$ cat config.mk
export PLATFORM = sky130hd
export DESIGN_NAME = freq_sweep_gen
export DESIGN_NICKNAME = d
export VERILOG_FILES = /design/src/rtl/dds_pkg.sv /design/src/rtl/freq_step_clamp.sv /design/src/rtl/freq_sweep_gen.sv
export SDC_FILE = /design/constraint.sdc
export NUM_CORES = 1
export LEC_CHECK = 0
export CAP_MARGIN = 10
export CORE_MARGIN = 2
export CORE_UTILIZATION = 50
export CTS_BUF_LIST = sky130_fd_sc_hd__clkbuf_4 sky130_fd_sc_hd__clkbuf_8 sky130_fd_sc_hd__clkbuf_16
export CTS_CLUSTER_SIZE = 8
export DETAILED_ROUTE_END_ITERATION = 7
export MAX_ROUTING_LAYER = met4
export PLACE_DENSITY = 0.71
export SLEW_MARGIN = 30
export SYNTH_ARGS = -nofsm -noshare
export SYNTH_HDL_FRONTEND = slang
export SYNTH_SLANG_ARGS = --single-unit
$ cat constraint.sdc
create_clock -name i_clk -period 16.8 [get_ports i_clk]
set_input_delay 1.68 -clock i_clk [delete_from_list [all_inputs] [get_ports i_clk]]
set_output_delay 1.68 -clock i_clk [all_outputs]
set_load 0.02 [all_outputs]
$ cat src/rtl/dds_pkg.sv
// Shared definitions for the DDS front end: word width, sweep modes,
// sweep direction encoding and the sweep generator state encoding.
package dds_pkg;

    // Frequency word width; must match the phase accumulator fre_c width.
    localparam int unsigned FW = 64;

    // Sweep modes, latched at start.
    localparam logic [1:0] MODE_SINGLE_UP = 2'd0;
    localparam logic [1:0] MODE_SINGLE_DN = 2'd1;
    localparam logic [1:0] MODE_TRI       = 2'd2;
    localparam logic [1:0] MODE_SAW       = 2'd3;

    // Sweep direction.
    localparam logic DIR_UP = 1'b0;
    localparam logic DIR_DN = 1'b1;

    // Sweep generator states.
    typedef enum logic {
        IDLE = 1'b0,
        RUN  = 1'b1
    } sweep_state_t;

endpackage : dds_pkg

$ cat src/rtl/freq_step_clamp.sv
// One sweep step with saturation at the sweep bounds.
// When the current word already sits on the endpoint of the requested
// direction, the step is taken the other way; that is exactly the triangle
// turnaround, and the other modes simply ignore o_next on an endpoint.
module freq_step_clamp
    import dds_pkg::*;
#(
    parameter int unsigned W = FW
) (
    input  logic [W-1:0] i_cur,
    input  logic [W-1:0] i_step,
    input  logic [W-1:0] i_lo,
    input  logic [W-1:0] i_hi,
    input  logic         i_dir,
    output logic [W-1:0] o_next,
    output logic         o_at_end
);

    logic         w_dir_eff;
    logic [W:0]   w_sum;
    logic [W:0]   w_diff;

    // Endpoint detection and clamped next word; the extra MSB catches carry/borrow.
    always_comb begin
        o_at_end  = (i_dir == DIR_DN) ? (i_cur == i_lo) : (i_cur == i_hi);
        w_dir_eff = o_at_end ? ~i_dir : i_dir;
        w_sum     = {1'b0, i_cur} + {1'b0, i_step};
        w_diff    = {1'b0, i_cur} - {1'b0, i_step};
        if (w_dir_eff == DIR_UP) begin
            if (w_sum[W] || (w_sum[W-1:0] > i_hi)) begin
                o_next = i_hi;
            end else begin
                o_next = w_sum[W-1:0];
            end
        end else begin
            if (w_diff[W] || (w_diff[W-1:0] < i_lo)) begin
                o_next = i_lo;
            end else begin
                o_next = w_diff[W-1:0];
            end
        end
    end

endmodule : freq_step_clamp

$ cat src/rtl/freq_sweep_gen.sv
// Frequency sweep generator feeding the DDS phase accumulator fre_c input.
// Steps a frequency word between two bounds with a programmable dwell per
// step; single-shot up/down, triangle and sawtooth sweeps.
module freq_sweep_gen
    import dds_pkg::*;
#(
    parameter int unsigned FW_P    = FW,
    parameter int unsigned DWELL_W = 24
) (
    input  logic                i_clk,
    input  logic                i_rst,
    input  logic                i_start,
    input  logic                i_abort,
    input  logic                i_hold,
    input  logic [1:0]          i_mode,
    input  logic [FW_P-1:0]     i_f_start,
    input  logic [FW_P-1:0]     i_f_stop,
    input  logic [FW_P-1:0]     i_f_step,
    input  logic [DWELL_W-1:0]  i_dwell,
    output logic [FW_P-1:0]     o_freq_c,
    output logic                o_freq_vld,
    output logic                o_busy,
    output logic                o_done,
    output logic                o_err
);

    sweep_state_t          r_state;
    logic [FW_P-1:0]       r_freq_c;
    logic                  r_freq_vld;
    logic                  r_busy;
    logic                  r_done;
    logic                  r_err;
    logic [DWELL_W-1:0]    r_cnt;
    logic                  r_dir;
    logic [1:0]            r_mode;
    logic [FW_P-1:0]       r_lo;
    logic [FW_P-1:0]       r_hi;
    logic [FW_P-1:0]       r_step;
    logic [DWELL_W-1:0]    r_dwell;

    logic [FW_P-1:0]       w_next;
    logic                  w_at_end;

    freq_step_clamp #(
        .W (FW_P)
    ) u_step (
        .i_cur    (r_freq_c),
        .i_step   (r_step),
        .i_lo     (r_lo),
        .i_hi     (r_hi),
        .i_dir    (r_dir),
        .o_next   (w_next),
        .o_at_end (w_at_end)
    );

    // Sweep FSM: config latch, dwell timing, word update and status pulses.
    always_ff @(posedge i_clk or negedge i_rst) begin
        if (!i_rst) begin
            r_state    <= IDLE;
            r_freq_c   <= {FW_P{1'b0}};
            r_freq_vld <= 1'b0;
            r_busy     <= 1'b0;
            r_done     <= 1'b0;
            r_err      <= 1'b0;
            r_cnt      <= {DWELL_W{1'b0}};
            r_dir      <= DIR_UP;
            r_mode     <= MODE_SINGLE_UP;
            r_lo       <= {FW_P{1'b0}};
            r_hi       <= {FW_P{1'b0}};
            r_step     <= {FW_P{1'b0}};
            r_dwell    <= {DWELL_W{1'b0}};
        end else begin
            // Pulses default low; set only on the edge that produces them.
            r_freq_vld <= 1'b0;
            r_done     <= 1'b0;
            r_err      <= 1'b0;
            case (r_state)
                IDLE: begin
                    // abort beats a coincident start
                    if (i_start && !i_abort) begin
                        if ((i_f_start > i_f_stop) || (i_f_step == {FW_P{1'b0}})) begin
                            r_err <= 1'b1;
                        end else begin
                            r_state    <= RUN;
                            r_mode     <= i_mode;
                            r_lo       <= i_f_start;
                            r_hi       <= i_f_stop;
                            r_step     <= i_f_step;
                            r_dwell    <= i_dwell;
                            r_cnt      <= i_dwell;
                            r_freq_vld <= 1'b1;
                            r_busy     <= 1'b1;
                            if (i_mode == MODE_SINGLE_DN) begin
                                r_freq_c <= i_f_stop;
                                r_dir    <= DIR_DN;
                            end else begin
                                r_freq_c <= i_f_start;
                                r_dir    <= DIR_UP;
                            end
                        end
                    end
                end
                RUN: begin
                    if (i_abort) begin
                        r_state <= IDLE;
                        r_busy  <= 1'b0;
                    end else if (r_cnt != {DWELL_W{1'b0}}) begin
                        if (!i_hold) begin
                            r_cnt <= r_cnt - {{(DWELL_W-1){1'b0}}, 1'b1};
                        end
                    end else if (!i_hold) begin
                        // Update edge: the reload keeps updates dwell+1 clocks apart.
                        r_cnt <= r_dwell;
                        if (w_at_end) begin
                            case (r_mode)
                                MODE_TRI: begin
                                    r_freq_c   <= w_next;
                                    r_dir      <= ~r_dir;
                                    r_freq_vld <= 1'b1;
                                end
                                MODE_SAW: begin
                                    r_freq_c   <= r_lo;
                                    r_freq_vld <= 1'b1;
                                end
                                default: begin
                                    // single-shot sweep finished; word holds
                                    r_state <= IDLE;
                                    r_busy  <= 1'b0;
                                    r_done  <= 1'b1;
                                end
                            endcase
                        end else begin
                            r_freq_c   <= w_next;
                            r_freq_vld <= 1'b1;
                        end
                    end
                end
                default: begin
                    r_state <= IDLE;
                    r_busy  <= 1'b0;
                end
            endcase
        end
    end

    assign o_freq_c   = r_freq_c;
    assign o_freq_vld = r_freq_vld;
    assign o_busy     = r_busy;
    assign o_done     = r_done;
    assign o_err      = r_err;

endmodule : freq_sweep_gen

==> flow_metrics.py, run 1 <==
metrics = {
    "finish": {
        "drive_above_1_share_pct": 8.388,
        "fillers": 5370,
        "most-common-layout-cells": "a21oi_1, inv_1, ha_1",
        "area_growth_pct": 16.46,
        "utilization_pct": 58.64,
        "layout_commonest_cell": "a21oi_1",
        "nets": 4329,
    },
    "worst_hold_path": {
        "hold_depth": 1,
        "min_to": "r_dwell[11]",
        "hp-class": "register to register",
        "hold_path.startpoint": "r_dwell[11]",
    },
    "global_route": {
        "grt_pass1_wl_um": 180400,
        "grt_start_max_net_pins": 165,
        "grt_use_total_pct": 40.81,
        "antenna_found_initial": 5,
        "grt_overflow": 0,
        "grt_pass1_vias": 27750,
    },
    "critical_path": {
        "cp-startpoint": "o_freq_c[20]",
        "crit_type": "register to register",
        "worstPathMaxFanout": 44,
        "cp_slowest_cell": "nor4_1",
        "crit_path_end_kind": "register",
        "r2r_end": "o_freq_c[2]",
        "timing.rr.start": "o_freq_c[20]",
        "start_kind": "register",
        "cp.required_ns": 17.28,
        "slowest_delay_ns": 0.92,
        "path_delay_family": "compound AO/OA/AOI/OAI gates",
        "crit_chain": "ha_1 -> inv_1 -> a21oi_1 -> nand4_1 -> nor4_1 -> a211oi_1 -> o31ai_1 -> o31ai_1 -> a211oi_1 -> xnor2_1 -> ha_1 -> nand4_1 -> nor4_2 -> and4b_1 -> nand3_1 -> or4_1 -> a221oi_1 -> o41a_2 -> buf_4 -> mux2_2 -> a211oi_1 -> o31ai_1",
        "path_buf_inv": 2,
        "reg2reg_setup_slack_ns": 6.85,
        "reg2regPathDepth": 22,
        "critical_path_arrival_ns": 10.43,
    },
    "yosys": {
        "synthArstFlopShare_pct": 100.0,
        "syn_nets": 4132,
        "ys_seq_area_share_pct": 26.42,
        "synth_edf_count": 0,
        "synthCells": 3586,
        "syn_area_um2": 29550,
        "ys_types": 86,
        "ys_warn_count": 0,
        "synth_top_flop_cell": "dfrtp_1",
        "syn_area_per_cell_um2": 8.240,
        "synth-seq-cells": 312,
    },
    "power": {
        "power_density_nw_per_um2": 198.0,
        "leakage_nw": 15.25,
        "finalPower_w": 0.006815,
        "peakVddDrop_mv": 0.2384,
    },
    "sta": {
        "whs_ns": 0.5030,
        "skew_ns": 0.03880,
        "report.final.slew_viol_count": 0,
        "tightestPinTransition_ns": 1.154,
        "layout_setup_ws_ns": 6.847,
        "tns_ns": 0,
        "report.final.setup_viol": 0,
        "hold_viol_final": 0,
        "slew_headroom_pct": 22.36,
        "finalCritPeriodShare_pct": 59.25,
        "rsz0062_at_grt": "false",
        "timing.fmax_mhz": 100.5,
        "fin_crit_ns": 9.953,
    },
    "detailed_routing": {
        "vias": 29000,
        "firstDrtPassIters": 6,
        "wirelength_um": 122600,
        "drc_errors": 0,
        "vias_per_cell": 6.348,
        "wire_per_inst_um": 26.82,
        "ant_nets": 0,
        "first_iter_violations": 3414,
    },
    "clock_tree": {
        "cts_buffer_depth": 3,
        "cts-root-buf": "clkbuf_16",
        "ctsHoldBuffers": 0,
        "cts_resized": 0,
        "tritoncts": "yes",
        "h-tree-depth": 2,
        "post-cts-setup-buffers": 0,
        "cts.clk_slew.worst_paths_ns": 0.06,
        "numCtsBuffers": 45,
        "insertion_delay_ns": 0.62,
        "clkSinkCount": 312,
    },
    "die": {
        "die-area_um2": 61060,
        "initial_utilization_pct": 50.35,
        "num_rows": 89,
        "pin_count": 291,
        "die_h_um": 247.1,
        "core_area_um2": 58690,
        "die_w_um": 247.1,
    },
    "place": {
        "preCtsSetupSlack_ns": 7.290,
        "dp_hpwl_um": 96510,
        "io_buffer_count": 290,
        "gp_congestion": 1.051,
    },
    "run_status": {
        "status": "complete, no violations",
    },
    "run": {
        "maxCapViolCount": 0,
    },
}
## worst max-delay path by stage
stage	cells after the start	to
2_1_floorplan	26	o_freq_c[35]
3_3_place_gp	22	o_freq_c[2]
3_5_place_dp	22	o_freq_c[2]
4_1_cts	22	o_freq_c[2]
5_1_grt	22	o_freq_c[2]
6_report	22	o_freq_c[2]
## through the flow
stage / cell area (um2) / cells
after floorplan: 29550 / 3586
after global placement: 33070 / 4509
after detailed placement: 33110 / 4509
after CTS: 34380 / 4564
after global routing: 34410 / 4569
final: 34410 / 4569
## final cells by class
| class | instances | area [um2] | share of cell area [%] |
|---|---|---|---|
| Antenna cell | 5 | 12.51 | 0.03636 |
| Clock buffer | 51 | 1177 | 3.421 |
| Clock inverter | 4 | 95.09 | 0.2763 |
| Inverter | 350 | 1314 | 3.818 |
| Multi-Input combinational cell | 2748 | 19840 | 57.66 |
| Sequential cell | 312 | 7812 | 22.70 |
| Tap cell | 773 | 967.2 | 2.811 |
| Timing Repair Buffer | 326 | 3191 | 9.272 |
## state kept, by name, summed over array words and instances (netlist names), 2 cells and up
signal and cells:
o_freq_c 64, r_hi 64, r_lo 64, r_step 64
r_cnt 24, r_dwell 24, r_mode 2
## Yosys cell counts, types with 12 or more instances
cell type | count | area [um2]
nor4_1 | 58 | 362.9
a21o_1 | 62 | 465.5
and3_1 | 12 | 75.07
o211ai_1 | 24 | 180.2
mux2_2 | 187 | 2106
a31oi_1 | 38 | 237.7
buf_2 | 28 | 140.1
o21ai_0 | 215 | 1076
xor2_1 | 57 | 499.2
nor3_1 | 72 | 360.4
o21ai_1 | 13 | 65.06
nor2b_1 | 21 | 131.4
nor2_1 | 231 | 867.1
or4_1 | 12 | 90.09
a21oi_1 | 371 | 1857
a211oi_1 | 40 | 300.3
xnor2_1 | 146 | 1279
ha_1 | 321 | 4016
o31ai_1 | 37 | 277.8
a221o_1 | 22 | 220.2
a221oi_1 | 40 | 350.3
o221ai_1 | 13 | 113.9
nand2b_1 | 19 | 118.9
buf_1 | 19 | 71.32
nand3_1 | 43 | 215.2
inv_1 | 342 | 1284
nand4_1 | 82 | 513.0
dfrtp_1 | 312 | 7807
mux2i_1 | 129 | 1291
nand2_1 | 305 | 1145
o21bai_1 | 30 | 225.2
clkbuf_1 | 127 | 476.7
## power by group
group          switching, W  leakage, nW  total [W]  internal [W]
Combinational       0.00290         10.8    0.00465       0.00175
Sequential         0.000320         3.79    0.00129      0.000971
Clock              0.000381        0.623   0.000875      0.000494
Total               0.00360         15.2    0.00681       0.00321
## worst register-to-register path, stage by stage, from the launching register on
cell	delay [ns]
dfrtp_1	0.44
ha_1	0.59
inv_1	0.18
a21oi_1	0.42
nand4_1	0.28
nor4_1	0.92
a211oi_1	0.34
o31ai_1	0.85
o31ai_1	0.47
a211oi_1	0.50
xnor2_1	0.16
ha_1	0.33
nand4_1	0.21
nor4_2	0.77
and4b_1	0.41
nand3_1	0.29
or4_1	0.66
a221oi_1	0.44
o41a_2	0.24
buf_4	0.53
mux2_2	0.43
a211oi_1	0.26
o31ai_1	0.13
## routing by layer
layer	part of all wire (%)	wire, um	vias to the layer above	track usage (%)
met3	8.9	10970	261	7.130
li1	-	-	13280	-
met4	4.8	5939	0	17.06
met1	42	51970	14030	54.05
met5	0	0	-	-
met2	44	53680	1433	61.42
## cells by family (layout without fill, tap and decap cells)
logic type / count (synthesis) / count (layout) / share of synthesized area, %
compound gates: 1008 / 1008 / 21.21
xor+xnor: 204 / 204 / 6.072
fa+ha+maj: 323 / 323 / 13.73
buf+inv: 526 / 731 / 6.851
flops: 312 / 312 / 26.42
mux: 316 / 316 / 11.50
other cells: 0 / 5 / 0
simple gates: 897 / 897 / 14.22
Note: power is estimated with default switching activity, not from simulation.
==> inputs of run 2 (changes only) <==
==> constraint.sdc (replaced) <==
create_clock -name i_clk -period 9.4 [get_ports i_clk]
set_input_delay 0.94 -clock i_clk [delete_from_list [all_inputs] [get_ports i_clk]]
set_output_delay 0.94 -clock i_clk [all_outputs]
set_load 0.02 [all_outputs]
==> flow_metrics.py, run 2 (synthesized netlist as in run 1, its figures left out) <==
metrics = {
    "sta": {
        "report.final.setup_viol": 0,
        "timing.fmax_mhz": 117.5,
        "finalCritPeriodShare_pct": 90.54,
        "report.final.slew_viol_count": 0,
        "hold_viol_final": 0,
        "fin_crit_ns": 8.510,
        "tns_ns": 0,
        "slew_headroom_pct": 29.29,
        "rsz0062_at_grt": "false",
        "skew_ns": 0.02321,
        "tightestPinTransition_ns": 1.054,
    },
    "critical_path": {
        "start_kind": "register",
        "crit_chain": "ha_1 -> inv_1 -> a21oi_1 -> nand4_1 -> nor4_1 -> a211oi_1 -> o31ai_1 -> o31ai_1 -> a211oi_1 -> xnor2_1 -> ha_1 -> nand4_1 -> nor4_1 -> and4b_1 -> nand3_1 -> or4_1 -> a221oi_1 -> o41a_2 -> buf_4 -> mux2_2 -> a21oi_1 -> o21ai_0",
        "cp_slowest_cell": "nor4_1",
        "slowest_delay_ns": 0.76,
        "crit_path_end_kind": "register",
        "cp.depth": 22,
        "path_buf_inv": 2,
        "cp.required_ns": 9.86,
        "timing.rr.start": "o_freq_c[20]",
        "setup.worst_path.end": "o_freq_c[24]",
        "worstPathMaxFanout": 33,
        "cp-startpoint": "o_freq_c[20]",
        "crit_type": "register to register",
        "path_delay_family": "compound AO/OA/AOI/OAI gates",
        "reg2regPathDepth": 22,
        "critical_path_arrival_ns": 8.97,
        "r2r_end": "o_freq_c[24]",
        "reg2reg_setup_slack_ns": 0.89,
    },
    "place": {
        "dp_hpwl_um": 97100,
        "io_buffer_count": 290,
        "gp_congestion": 1.073,
        "place_inst": 4517,
    },
    "detailed_routing": {
        "drc_errors": 0,
        "first_iter_violations": 2818,
        "wire_per_inst_um": 26.70,
        "wirelength_um": 122200,
        "vias_per_cell": 6.340,
        "vias": 29020,
        "firstDrtPassIters": 6,
        "ant_nets": 0,
    },
    "run_status": {
        "status": "complete, no violations",
    },
    "die": {
        "die_h_um": 247.1,
        "num_rows": 89,
        "pin_count": 291,
        "initial_utilization_pct": 50.35,
        "die_w_um": 247.1,
        "core_area_um2": 58690,
        "die-area_um2": 61060,
    },
    "power": {
        "swShare_pct": 52.46,
        "power_density_nw_per_um2": 353.1,
        "finalPower_w": 0.01217,
        "peakVddDrop_mv": 0.1935,
        "p_int_w": 0.005786,
        "pwr-share-comb_pct": 68.0,
        "p_sw_w": 0.006386,
        "leakage_nw": 15.30,
        "clkPwrFrac_pct": 12.9,
        "power_frac_seq_pct": 19.1,
    },
    "finish": {
        "layout_commonest_cell": "a21oi_1",
        "most-common-layout-cells": "a21oi_1, inv_1, ha_1",
        "area_growth_pct": 16.67,
        "utilization_pct": 58.74,
        "stdcell_count": 4578,
        "nets": 4337,
        "drive_above_1_share_pct": 8.533,
    },
    "global_route": {
        "grt_use_total_pct": 40.63,
        "grt_pass1_vias": 28090,
        "grt_pass1_wl_um": 180300,
        "antenna_found_initial": 10,
        "grt_start_max_net_pins": 135,
        "grt_overflow": 0,
    },
    "clock_tree": {
        "numCtsBuffers": 45,
        "cts_buffer_depth": 3,
        "insertion_delay_ns": 0.61,
        "h-tree-depth": 2,
        "post-cts-setup-buffers": 0,
        "clkSinkCount": 312,
        "tritoncts": "yes",
        "cts-root-buf": "clkbuf_16",
        "ctsHoldBuffers": 0,
        "cts.clk_slew.worst_paths_ns": 0.05,
        "cts_resized": 0,
    },
    "worst_hold_path": {
        "hp-class": "input port to async pin",
    },
    "run": {
        "maxCapViolCount": 0,
    },
}
run 2: power groups by stage:
stage	clock (W)	combinational, W	sequential [W]
2_1_floorplan	0	0.00541	0.00217
4_1_cts	0.00158	0.00808	0.00231
5_1_grt	0.00163	0.00891	0.00237
6_report	0.00156	0.00828	0.00233
3_3_place_gp	0	0.00803	0.00231
3_5_place_dp	0	0.00803	0.00232
run 2: per-stage QoR:
stage	hold WS, ns	setup slack [ns]	instance area [um2]
3_5_place_dp	0.4898	1.120	33180
2_1_floorplan	0.4706	2.847	29550
5_1_grt	0.3669	0.5015	34470
3_3_place_gp	0.4832	1.324	33140
4_1_cts	0.3550	1.122	34440
6_report	0.3219	0.8895	34470
run 2: area by class of cell:
class | count | area [um2]
fill | 5434 | 24210
tap | 773 | 967.2
sequential | 312 | 7812
clock buffer | 49 | 1162
clock inverter | 4 | 90.09
antenna | 8 | 20.02
inverter | 350 | 1314
timing repair buffer | 334 | 3278
multi-input combinational | 2748 | 19830
run 2: metal layers:
metal	vias up	track usage [%]	part of all wire [%]
met5	-	-	0
met4	0	17.29	4.9
met3	251	8.086	9.0
met2	1365	62.00	45
met1	14140	52.37	42
li1	13270	-	-
run 2: worst min path at each step:
stage	to	from	cells after the start	slack (ns)
after floorplan	r_hi[10]	r_hi[10]	2	0.47
after global placement	r_dwell[1]	r_dwell[1]	1	0.48
final	r_dwell[12]	i_rst	1	0.32
after CTS	r_dwell[10]	i_rst	1	0.35
after detailed placement	r_dwell[15]	r_dwell[15]	1	0.49
after global routing	r_dwell[12]	i_rst	1	0.37
